<file path="src/rtl/bp_core_rolly_queue_pkg.sv">
// Shared constants for the speculative ("rolly") FE->BE queue.
// The payload type stays with the fe/be interface, so this package holds only default sizing.
package bp_core_rolly_queue_pkg;

    localparam int unsigned rq_width_dflt_lp = 32'd64;
    localparam int unsigned rq_els_dflt_lp   = 32'd8;
    localparam int unsigned rq_rtv_dflt_lp   = 32'd1;

endpackage : bp_core_rolly_queue_pkg

</file>
<file path="src/rtl/bp_core_rolly_queue_chk.sv">
// Protocol checker for the rolly queue handshake and control inputs.
module bp_core_rolly_queue_chk #(
    parameter int unsigned ready_THEN_valid_p = 32'd1
) (
    input logic clk_i,
    input logic reset_i,
    input logic v_i,
    input logic ready_o,
    input logic v_o,
    input logic yumi_i,
    input logic deq_v_i,
    input logic roll_v_i,
    input logic clr_v_i
);

    logic [1:0] ctrl_cnt_s;
    assign ctrl_cnt_s = {1'b0, clr_v_i} + {1'b0, roll_v_i} + {1'b0, deq_v_i};

    // sample the interface once per cycle outside reset
    always_ff @(posedge clk_i) begin
        if (!reset_i) begin
            assert (!(yumi_i && !v_o))
                else $error("rolly_queue: yumi_i with no unread entry");
            assert (!((ready_THEN_valid_p != 32'd0) && v_i && !ready_o))
                else $error("rolly_queue: v_i while ready_o low");
            if (ctrl_cnt_s > 2'd1) begin
                $warning("rolly_queue: multiple of clr/roll/deq asserted");
            end
        end
    end

endmodule : bp_core_rolly_queue_chk

</file>
<file path="src/rtl/bp_core_rolly_queue_mem.sv">
// Storage array for the rolly queue: one synchronous write port, one asynchronous read port.
module bp_core_rolly_queue_mem
    import bp_core_rolly_queue_pkg::*;
#(
    parameter int unsigned width_p = rq_width_dflt_lp,
    parameter int unsigned els_p   = rq_els_dflt_lp,
    localparam int unsigned lg_els_lp = $clog2(els_p)
) (
    input  logic                 clk_i,
    input  logic                 w_v_i,
    input  logic [lg_els_lp-1:0] w_addr_i,
    input  logic [width_p-1:0]   w_data_i,
    input  logic [lg_els_lp-1:0] r_addr_i,
    output logic [width_p-1:0]   r_data_o
);

    logic [width_p-1:0] mem_r [els_p];

    // write port; storage needs no reset since pointers gate every read
    always_ff @(posedge clk_i) begin
        if (w_v_i) begin
            mem_r[w_addr_i] <= w_data_i;
        end
    end

    assign r_data_o = mem_r[r_addr_i];

endmodule : bp_core_rolly_queue_mem

</file>
<file path="src/rtl/bp_core_rolly_queue.sv">
// Speculative FIFO: reads advance rptr, deq commits up to rptr, roll rewinds to cptr, clr drops all.
// Pointers carry an extra wrap bit so full and empty are distinguishable.
module bp_core_rolly_queue
    import bp_core_rolly_queue_pkg::*;
#(
    parameter int unsigned width_p            = rq_width_dflt_lp,
    parameter int unsigned els_p              = rq_els_dflt_lp,
    parameter int unsigned ready_THEN_valid_p = rq_rtv_dflt_lp,
    localparam int unsigned lg_els_lp = $clog2(els_p),
    localparam int unsigned ptr_w_lp  = lg_els_lp + 32'd1,
    localparam int unsigned cnt_w_lp  = $clog2(els_p + 32'd1)
) (
    input  logic                clk_i,
    input  logic                reset_i,
    input  logic [width_p-1:0]  data_i,
    input  logic                v_i,
    output logic                ready_o,
    output logic [width_p-1:0]  data_o,
    output logic                v_o,
    input  logic                yumi_i,
    input  logic                deq_v_i,
    input  logic                roll_v_i,
    input  logic                clr_v_i,
    output logic [cnt_w_lp-1:0] count_o,
    output logic [cnt_w_lp-1:0] spec_count_o
);

    localparam logic [ptr_w_lp-1:0] ptr_one_lp  = ptr_w_lp'(1'b1);
    localparam logic [ptr_w_lp-1:0] ptr_full_lp = ptr_w_lp'(els_p);

    logic [ptr_w_lp-1:0] wptr_r, rptr_r, cptr_r;
    logic [ptr_w_lp-1:0] wptr_n_s, rptr_n_s, cptr_n_s;
    logic [ptr_w_lp-1:0] commit_occ_s, spec_occ_s;
    logic                enq_s;

    assign commit_occ_s = wptr_r - cptr_r;
    assign spec_occ_s   = wptr_r - rptr_r;

    // uncommitted reads still hold their slots, so fullness is measured from cptr
    assign ready_o      = (commit_occ_s != ptr_full_lp);
    assign v_o          = (rptr_r != wptr_r);
    assign count_o      = cnt_w_lp'(commit_occ_s);
    assign spec_count_o = cnt_w_lp'(spec_occ_s);
    assign enq_s        = v_i & ready_o;

    // next-pointer selection with clr > roll > deq priority; yumi rides along only with deq or alone
    always_comb begin
        wptr_n_s = wptr_r;
        rptr_n_s = rptr_r;
        cptr_n_s = cptr_r;
        if (enq_s) begin
            wptr_n_s = wptr_r + ptr_one_lp;
        end else begin
            wptr_n_s = wptr_r;
        end
        if (clr_v_i) begin
            rptr_n_s = wptr_r;
            cptr_n_s = wptr_r;
        end else if (roll_v_i) begin
            rptr_n_s = cptr_r;
            cptr_n_s = cptr_r;
        end else if (deq_v_i) begin
            cptr_n_s = rptr_r;
            rptr_n_s = yumi_i ? (rptr_r + ptr_one_lp) : rptr_r;
        end else begin
            cptr_n_s = cptr_r;
            rptr_n_s = yumi_i ? (rptr_r + ptr_one_lp) : rptr_r;
        end
    end

    // pointer registers
    always_ff @(posedge clk_i or posedge reset_i) begin
        if (reset_i) begin
            wptr_r <= '0;
            rptr_r <= '0;
            cptr_r <= '0;
        end else begin
            wptr_r <= wptr_n_s;
            rptr_r <= rptr_n_s;
            cptr_r <= cptr_n_s;
        end
    end

    bp_core_rolly_queue_mem #(
        .width_p (width_p),
        .els_p   (els_p)
    ) u_mem (
        .clk_i    (clk_i),
        .w_v_i    (enq_s),
        .w_addr_i (wptr_r[lg_els_lp-1:0]),
        .w_data_i (data_i),
        .r_addr_i (rptr_r[lg_els_lp-1:0]),
        .r_data_o (data_o)
    );

    bp_core_rolly_queue_chk #(
        .ready_THEN_valid_p (ready_THEN_valid_p)
    ) u_chk (
        .clk_i    (clk_i),
        .reset_i  (reset_i),
        .v_i      (v_i),
        .ready_o  (ready_o),
        .v_o      (v_o),
        .yumi_i   (yumi_i),
        .deq_v_i  (deq_v_i),
        .roll_v_i (roll_v_i),
        .clr_v_i  (clr_v_i)
    );

endmodule : bp_core_rolly_queue
</file>
<file path="config.mk">
export PLATFORM = sky130hd
export DESIGN_NAME = bp_core_rolly_queue
export DESIGN_NICKNAME = d
export VERILOG_FILES = /design/src/rtl/bp_core_rolly_queue_pkg.sv /design/src/rtl/bp_core_rolly_queue_chk.sv /design/src/rtl/bp_core_rolly_queue_mem.sv /design/src/rtl/bp_core_rolly_queue.sv
export SDC_FILE = /design/constraint.sdc
export NUM_CORES = 1
export LEC_CHECK = 0
export CAP_MARGIN = 15
export CORE_UTILIZATION = 33
export DETAILED_ROUTE_END_ITERATION = 7
export HOLD_SLACK_MARGIN = 0.1
export SLEW_MARGIN = 20
export SYNTH_ARGS = -nofsm -noshare
export SYNTH_HDL_FRONTEND = slang
export SYNTH_SLANG_ARGS = --single-unit
</file>
<file path="constraint.sdc">
create_clock -name clk_i -period 6.5 [get_ports clk_i]
set_clock_uncertainty 0.1 [all_clocks]
set_input_delay 1.3 -clock clk_i [delete_from_list [all_inputs] [get_ports clk_i]]
set_output_delay 1.3 -clock clk_i [all_outputs]
set_load 0.005 [all_outputs]
</file>
## Yosys cells after proc, flatten, opt, wreduce, memory -nomap -nowiden

Memory sizes are Yosys's and may differ from the RTL's.
Index checks and enable logic that the tools add are counted.

| word-level totals | value |
|---|---|
| register bits after elaboration | 12 |
| memory bits (writable) | 512 |
| bits of input ports | 71 |
| output and inout bits | 74 |
| word-level logic and storage cells | 23 |
| memories kept | 1 |

| cells by class | value |
|---|---|
| $add $sub $neg | 4 |
| equality and inequality tests | 3 |
| mux-type cells | 8 |
| bitwise gates (word level) | 1 |
| reductions and logical operators | 3 |

Memory list:

| name | depth | bits a word | read ports | clocked after Yosys merged registers in | write ports | line | RTL |
|---|---|---|---|---|---|---|---|
| u_mem.mem_r | 8 | 64 | 1 | 0 | 1 | bp_core_rolly_queue_mem.sv:17 | `logic [width_p-1:0] mem_r [els_p];` |

Operators with widths:

| cell | number |
|---|---|
| two-way mux 4 bit | 6 |
| adder 4 x 1 -> 4 bit (second input constant) | 2 |
| subtractor 4 bit | 2 |
| != test 4 bit | 1 |
| != test 4 bit (second input constant) | 1 |
| nonzero test 3 bit | 1 |
| two-way mux 1 bit | 2 |
| != test 2 x 1 -> 1 bit (second input constant) | 1 |
| AND reduction 2 bit | 1 |
| nonzero test 2 bit | 1 |
| bitwise AND 1 bit | 1 |

## Longest topological paths before layout

Gate-level depths: netlist of the first run.

| logic depth | value |
|---|---|
| depth in word-level cells | 5 |
| gate-level depth with buffers | 9 |
| depth with buffers taken out | 9 |

## Modules after synthesis

From an unflattened synthesis of the first run, not the netlist that was laid out.

| unflattened totals | value |
|---|---|
| cells, all modules | 850 |
| area, all modules | 20195.6 um2 |

Modules (own cells, without submodules):

| module | times used | cells each | area an instance (um2) | sequential area each (um2) |
|---|---|---|---|---|
| bp_core_rolly_queue_mem | 1 | 752 | 19266.0 | 15374.7 |
| bp_core_rolly_queue | 1 | 98 | 929.6 | 300.3 |

## Worst setup path after synthesis of the first run

Ideal clock, no wire load.

| timing path | value |
|---|---|
| path type | input to register |
| from | input v_i |
| to | memory u_mem.mem_r[7][0] (netlist name), enable pin |
| setup time | 507 ps |
| arrival | 4602 ps |
| required time | 5893 ps |
| slack | 1291 ps |
| stages on the path | 2 |
| buffers on the path | 0 |
| path through | nand4_1 -> a21oi_1 |

| between the ends | value |
|---|---|
| cells in the longest elaborated chain, start to end | 3 |

Ends and longest elaborated chain:

| element | line | RTL |
|---|---|---|
| start, declared | bp_core_rolly_queue.sv:16 | `input logic v_i,` |
| bitwise AND 1 bit | bp_core_rolly_queue.sv:44 | `assign enq_s = v_i & ready_o;` |
| two-way mux 1 bit | bp_core_rolly_queue_mem.sv:21 | `if (w_v_i) begin` |
| two-way mux 1 bit (implied by the code) | bp_core_rolly_queue_mem.sv:22 | `mem_r[w_addr_i] <= w_data_i;` |
| end, declared | bp_core_rolly_queue_mem.sv:17 |  |

No other way between the ends.

## Worst setup path after layout of the first run

| timing path | value |
|---|---|
| from | register rptr_r[0] |
| to | output data_o[46] |

| between the ends | value |
|---|---|
| cells in the longest elaborated chain, start to end | 1 |

Ends and longest elaborated chain:

| element | line | RTL |
|---|---|---|
| start, declared | bp_core_rolly_queue.sv:31 | `logic [ptr_w_lp-1:0] wptr_r, rptr_r, cptr_r;` |
| start signal, assigned | bp_core_rolly_queue.sv:79 | `rptr_r <= rptr_n_s;` |
| memory (8 x 64 bit) | - |  |
| end, declared | bp_core_rolly_queue.sv:18 | `output logic [width_p-1:0] data_o,` |

No other way between the ends.

==> reports/qor.txt, run 1 <==
Worst Hold Path Cells = 1
Total GRT Usage = 13.9%
Data required time at the worst endpoint = 5.10 ns
Number of synthesized register bits = 524
Synth cell types = 38
Final nets = 1239
CTS buffer count = 53
Core box area = 60500 um^2
WL/cell = 21.5 um
Largest net degree at the start of global routing = 133
Port Buf Inserts = 144
Number of global-route vias before repair = 10.2k
Final Core Density = 40.3%
Sequential power share = 41.8%
Outcome = finished, final reports clean
Hold Buf Count CTS = 0
Worst-path clk slew = 0.06 ns
HP Start = rptr_r[3]
Reg-to-reg endpoint = u_mem.mem_r[6][27]
Worst r2r src = wptr_r[0]
# H-tree levels = 2
Root Buffer Master = clkbuf_16
Post-Syn Area = 20200 um^2
Hold endpoint = rptr_r[3]
Switching share of total power = 28.9%
Final hold violation count = 0
Post-CTS sizing = 0
CP Max Fanout = 31
Critical path, cell by cell = buf_4 > mux4_2 > nand2_1 > nand2_1 > clkdlybuf4s50_1
Synthesized Nets = 1071
PD cells = 441 nW/um^2
First-pass GRT wire length = 64.6 mm
Clock Latency Late Sink = 0.59 ns
Fin crit period = 4.66 ns
Area Growth Syn to Fin = 20.5%
Initial core utilization = 33.4%
Share of layout cells above drive strength 1 = 20.5%
GPL Wtd Cong = 0.731
I/O pin count = 145
DRT antenna net count = 0
Leakage = 7.92 nW
Non-Filler Instances = 1985
DR pass1 iterations = 5
Max-cap violations = 0
Placed Instances = 1885
Overall Power = 10.7 mW
Initial drt markers = 569
DP HPWL = 22.5 mm
Vias/cell = 4.81
Slew Limit Fails = 0
Fill count = 5343
Setup CP Type = reg -> out
CP max-delay cell = dfrtp_4
Final Cell Area = 24400 um^2
Max_slew headroom = 31.9%
Worst setup EP type = primary output
Die Wd = 249 um
Leading cell type in the layout, fill and taps excluded = edfxtp_1
Final cycle utilization of the critical path = 71.7%
Footprint of the multi-input gates = 4280 um^2
Remaining global-route overflow = 0
Register area = 15700 um^2
Worst reg2reg setup slack = 2.67 ns
Most common cell on crit path = nand2_1
Clock sink count = 524
CTS tree = yes
Psw = 3.10 mW
Maximum VDD drop = 0.239 mV
Area post-placement = 22600 um^2
Buf/Inv on CP = 2
Setup_tns = 0 ns
Critical path's largest stage delay = 0.87 ns
Die height = 249 um
Power Internal = 7.63 mW
Arr. time, crit path = 3.26 ns
Initial antenna violation count = 3
Post-CTS setup buffer count = 0
Clock share of power = 28.2%
Routed vias = 9554
CP Launch Type = flip-flop
Drt total wl = 42.7 mm
Final setup viols = 0
Post-route DRC violation count = 0
Setup repair after global routing missed its margin = no
Worst Setup SP = rptr_r[0]
Die ar. = 62200 um^2
Fmax = 215 MHz
Slew @ Worst Pin = 1.02 ns
Worst R2R Path Depth = 10
Yosys warns = 0
CTS Buffer Depth = 3
Synthesized area per cell = 20.4 um^2
Top delay family on crit path = buffers and inverters
Mapped Cells = 990
Rows = 90
Comb power frac = 30.0%
Sequential share of the synthesized area = 77.6%
Most frequent cells in the layout = 512 x edfxtp_1, 199 x nand2_1, 144 x clkdlybuf4s50_1, 128 x mux4_2, 53 x clkbuf_16
Antenna diodes = 0
Hold Path Class = reg -> reg
-- kinds of logic after synthesis --
family                     after synthesis  share of synthesized area [%]
DFF                                    524                           77.6
and+or+nand+nor                        227                           4.46
muxes                                  132                           14.5
buffers and inverters                   60                           1.56
AOI/OAI and AO/OA                       27                          0.817
xor gates and xnor gates                10                          0.433
adders and majority gates               10                          0.693
-- per-layer routing --
| metal | wire, um | share of wire [%] | GRT usage (%) | vias up |
|---|---|---|---|---|
| li1 | - | - | - | 4276 |
| met1 | 18800 | 44 | 18.3 | 5010 |
| met2 | 21100 | 49 | 23.2 | 196 |
| met3 | 2060 | 4.8 | 3.25 | 66 |
| met4 | 672 | 1.6 | 3.14 | 6 |
| met5 | 44 | 0.10 | 0 | - |
-- state kept, by name, indices dropped and copies added, names as in the netlist --
register / flops
u_mem.mem_r: 512
cptr_r: 4
rptr_r: 4
wptr_r: 4
-- power groups by stage --
stage / clock, mW / sequential, mW / combinational, mW
final: 3.02 / 4.49 / 3.22
after global routing: 3.23 / 4.54 / 3.53
after CTS: 3.10 / 4.50 / 3.34
after detailed placement: 0 / 4.57 / 3.33
after global placement: 0 / 4.54 / 3.32
after floorplan: 0 / 4.51 / 1.85
-- cells in the mapped netlist --
cell type / count / share of area (%)
or2_1: 1 / 0.031
o31ai_1: 1 / 0.037
nor3_1: 2 / 0.050
nand3_1: 3 / 0.074
nand3b_1: 3 / 0.11
nor3_2: 1 / 0.050
o21ai_1: 2 / 0.050
buf_1: 4 / 0.074
xnor2_1: 8 / 0.35
o21ai_4: 1 / 0.081
nand4_1: 2 / 0.062
a221o_1: 1 / 0.050
mux2i_1: 2 / 0.099
nand2_2: 1 / 0.031
o21a_1: 1 / 0.037
ha_1: 8 / 0.50
a41oi_1: 1 / 0.043
xor2_1: 2 / 0.087
a21o_1: 1 / 0.037
or3b_2: 1 / 0.043
dfrtp_1: 12 / 1.5
clkbuf_1: 20 / 0.37
and3_4: 1 / 0.056
a22oi_1: 1 / 0.037
mux4_2: 128 / 14
nand2_1: 199 / 3.7
buf_2: 15 / 0.37
buf_4: 1 / 0.037
edfxtp_1: 512 / 76
mux2_2: 1 / 0.056
nor2b_1: 1 / 0.031
buf_6: 9 / 0.50
nor2_1: 12 / 0.22
fa_1: 2 / 0.20
a21oi_1: 13 / 0.32
o21ai_0: 5 / 0.12
inv_1: 11 / 0.20
mux2_1: 1 / 0.056
-- through the flow --
| stage | hold WS (ns) | worst slack (ns) |
|---|---|---|
| floorplan | 0.427 | 1.29 |
| global placement | 0.458 | 2.28 |
| detailed placement | 0.463 | 2.28 |
| CTS | 0.477 | 1.73 |
| global route | 0.489 | 1.62 |
| finish | 0.474 | 1.84 |
-- worst register-to-register path, cell delays in order, from the launching register on --
cell     delay, ns
dfrtp_1       0.46
inv_1         0.15
ha_1          0.19
inv_1         0.05
fa_1          0.37
xor2_1        0.22
nor3_2        0.13
o21ai_4       0.11
nand2_1       0.30
nor2_4        0.51
buf_4         0.81
-- how the worst max path moves through the flow --
| stage | endpoint | slack, ns | depth (start not counted) |
|---|---|---|---|
| final | data_o[46] | 1.84 | 5 |
| after global routing | data_o[50] | 1.62 | 5 |
| after CTS | data_o[46] | 1.73 | 5 |
| after detailed placement | u_mem.mem_r[0][44] | 2.28 | 4 |
| after global placement | u_mem.mem_r[0][44] | 2.28 | 4 |
| after floorplan | u_mem.mem_r[7][0] | 1.29 | 2 |
-- cell type report --
class / instances / area share [%]
flip-flops and latches: 524 / 64.4
clock inverters: 39 / 1.60
clock buffers: 61 / 5.57
inverters: 11 / 0.175
well taps: 782 / 4.02
repair buffers: 162 / 6.68
multi-input cells: 406 / 17.6
(Power assumes the default switching activity.)
==> run 2: changes to the inputs <==
==> constraint.sdc (replaced) <==
create_clock -name clk_i -period 3.9 [get_ports clk_i]
set_clock_uncertainty 0.1 [all_clocks]
set_input_delay 0.78 -clock clk_i [delete_from_list [all_inputs] [get_ports clk_i]]
set_output_delay 0.78 -clock clk_i [all_outputs]
set_load 0.005 [all_outputs]
==> run 2 against run 1 <==
Effect of this change: critical path depth is 3 higher; sequential cell count unchanged; first-iteration DRC count rose by 15%; sequential power grew 65%; register-to-register slack lost 2.1 ns; clock power rose by 59%; total power increased by 68%; final cell count is 0.71% higher; die area unchanged; critical endpoint is now ready_o; largest cell class unchanged.
==> reports/qor.txt, run 2 (synthesis results as in run 1) <==
Initial drt markers = 656
Die Wd = 249 um
CP Max Fanout = 6
Outcome = finished, final reports clean
Biggest register = u_mem.mem_r
DRT antenna net count = 0
Max_slew headroom = 49.2%
Slew @ Worst Pin = 0.761 ns
Root Buffer Master = clkbuf_16
DP HPWL = 25.3 mm
Max reg flops = 512
# H-tree levels = 2
Area Growth Syn to Fin = 21.8%
Worst setup EP type = primary output
Remaining global-route overflow = 0
CP Launch Type = flip-flop
Maximum VDD drop = 0.346 mV
Fin crit period = 3.74 ns
Arr. time, crit path = 2.86 ns
Fmax = 267 MHz
Placed Instances = 1902
CTS tree = yes
Vias/cell = 4.86
Setup WS pre-CTS = 0.595 ns
I/O pin count = 145
GPL Wtd Cong = 0.746
Port Buf Inserts = 144
Clock sink count = 524
Max-cap violations = 0
Critical path's largest stage delay = 0.54 ns
Buf/Inv on CP = 3
DR pass1 iterations = 5
Final worst slack = 0.158 ns
Routed vias = 9719
Setup CP Type = reg -> out
PD cells = 732 nW/um^2
Setup_tns = 0 ns
Initial antenna violation count = 6
Slew Limit Fails = 0
Hold Path Class = in -> async
Share of layout cells above drive strength 1 = 21.1%
Die ar. = 62200 um^2
Critical path, cell by cell = inv_1 > ha_1 > inv_1 > fa_1 > xor2_1 > nor3_4 > o21ai_4 > clkdlybuf4s50_1
Drt total wl = 44.2 mm
Top delay family on crit path = buffers and inverters
Post-route DRC violation count = 0
WL/cell = 22.1 um
Initial core utilization = 33.4%
Most common cell on crit path = inv_1
Hold Buf Count CTS = 0
Final hold violation count = 0
Leakage = 8.04 nW
Most frequent cells in the layout = 512 x edfxtp_1, 199 x nand2_1, 144 x clkdlybuf4s50_1, 128 x mux4_2, 55 x clkbuf_16
Final cycle utilization of the critical path = 95.9%
Rows = 90
Number of global-route vias before repair = 10.2k
Die height = 249 um
Overall Power = 18.0 mW
Final nets = 1258
Worst-path clk slew = 0.06 ns
Non-Filler Instances = 1999
Data required time at the worst endpoint = 3.02 ns
CP max-delay cell = clkdlybuf4s50_1
First-pass GRT wire length = 66.4 mm
Leading cell type in the layout, fill and taps excluded = edfxtp_1
Largest net degree at the start of global routing = 73
Final Core Density = 40.7%
CTS Buffer Depth = 3
Clock Latency Late Sink = 0.59 ns
Final setup viols = 0
Total GRT Usage = 14.3%
Core box area = 60500 um^2
CTS buffer count = 53
-- run 2: through the flow --
stage	hold slack, ns	instance area (um^2)
finish	0.420	24600
global route	0.447	24600
CTS	0.408	24600
detailed placement	0.470	23000
global placement	0.453	23000
floorplan	0.427	20200
-- run 2: what timing repair did --
action / 4_1_cts / 5_1_grt
buffers inserted: 0 / 2
setup endpoints to repair: 0 / 1
resized for setup: 0 / 1
-- run 2: worst reg2reg max path, cell delays in order (launching register included) --
cell,delay (ns)
dfrtp_1,0.45
inv_1,0.15
ha_1,0.19
inv_1,0.06
fa_1,0.37
xor2_1,0.31
nor3_4,0.09
o21ai_4,0.10
nand2_1,0.23
nor2_4,0.67
buf_4,0.30
-- run 2: routing by layer --
| metal | GRT usage (%) | up-vias | part of all wire [%] |
|---|---|---|---|
| met1 | 18.7 | 5122 | 44 |
| met5 | 0 | - | 0.15 |
| li1 | - | 4323 | - |
| met2 | 24.0 | 193 | 50 |
| met3 | 3.66 | 71 | 4.9 |
| met4 | 3.23 | 10 | 1.8 |
-- run 2: final cells by class --
cell class	count	area, um^2
diodes	1	2.50
clock buffers	67	1420
clock inverters	27	208
fillers	5320	35900
inverters	11	42.5
multi-input cells	406	4290
flip-flops and latches	524	15700
well taps	782	978
repair buffers	181	1980
-- run 2: power breakdown --
part / internal, mW / switching [mW] / leakage, nW / total (mW)
sequential: 7.18 / 0.245 / 4.79 / 7.42
combinational: 2.84 / 2.94 / 2.45 / 5.78
clock: 2.76 / 2.04 / 0.800 / 4.80
total: 12.8 / 5.23 / 8.04 / 18.0
-- run 2: worst paths after layout --
| path | slack [ns] | from | cells after the start | endpoint |
|---|---|---|---|---|
| setup / recovery | 0.16 | wptr_r[0] | 8 | ready_o |
| hold / removal | 0.42 | reset_i | 2 | wptr_r[1] |
| setup reg to reg | 0.58 | wptr_r[0] | 10 | u_mem.mem_r[1][43] |
| hold reg to reg | 0.48 | rptr_r[3] | 1 | rptr_r[3] |
| max in group asynchronous | 2.90 | reset_i | 2 | rptr_r[1] |
| min in group clk_i | 0.48 | rptr_r[3] | 1 | rptr_r[3] |
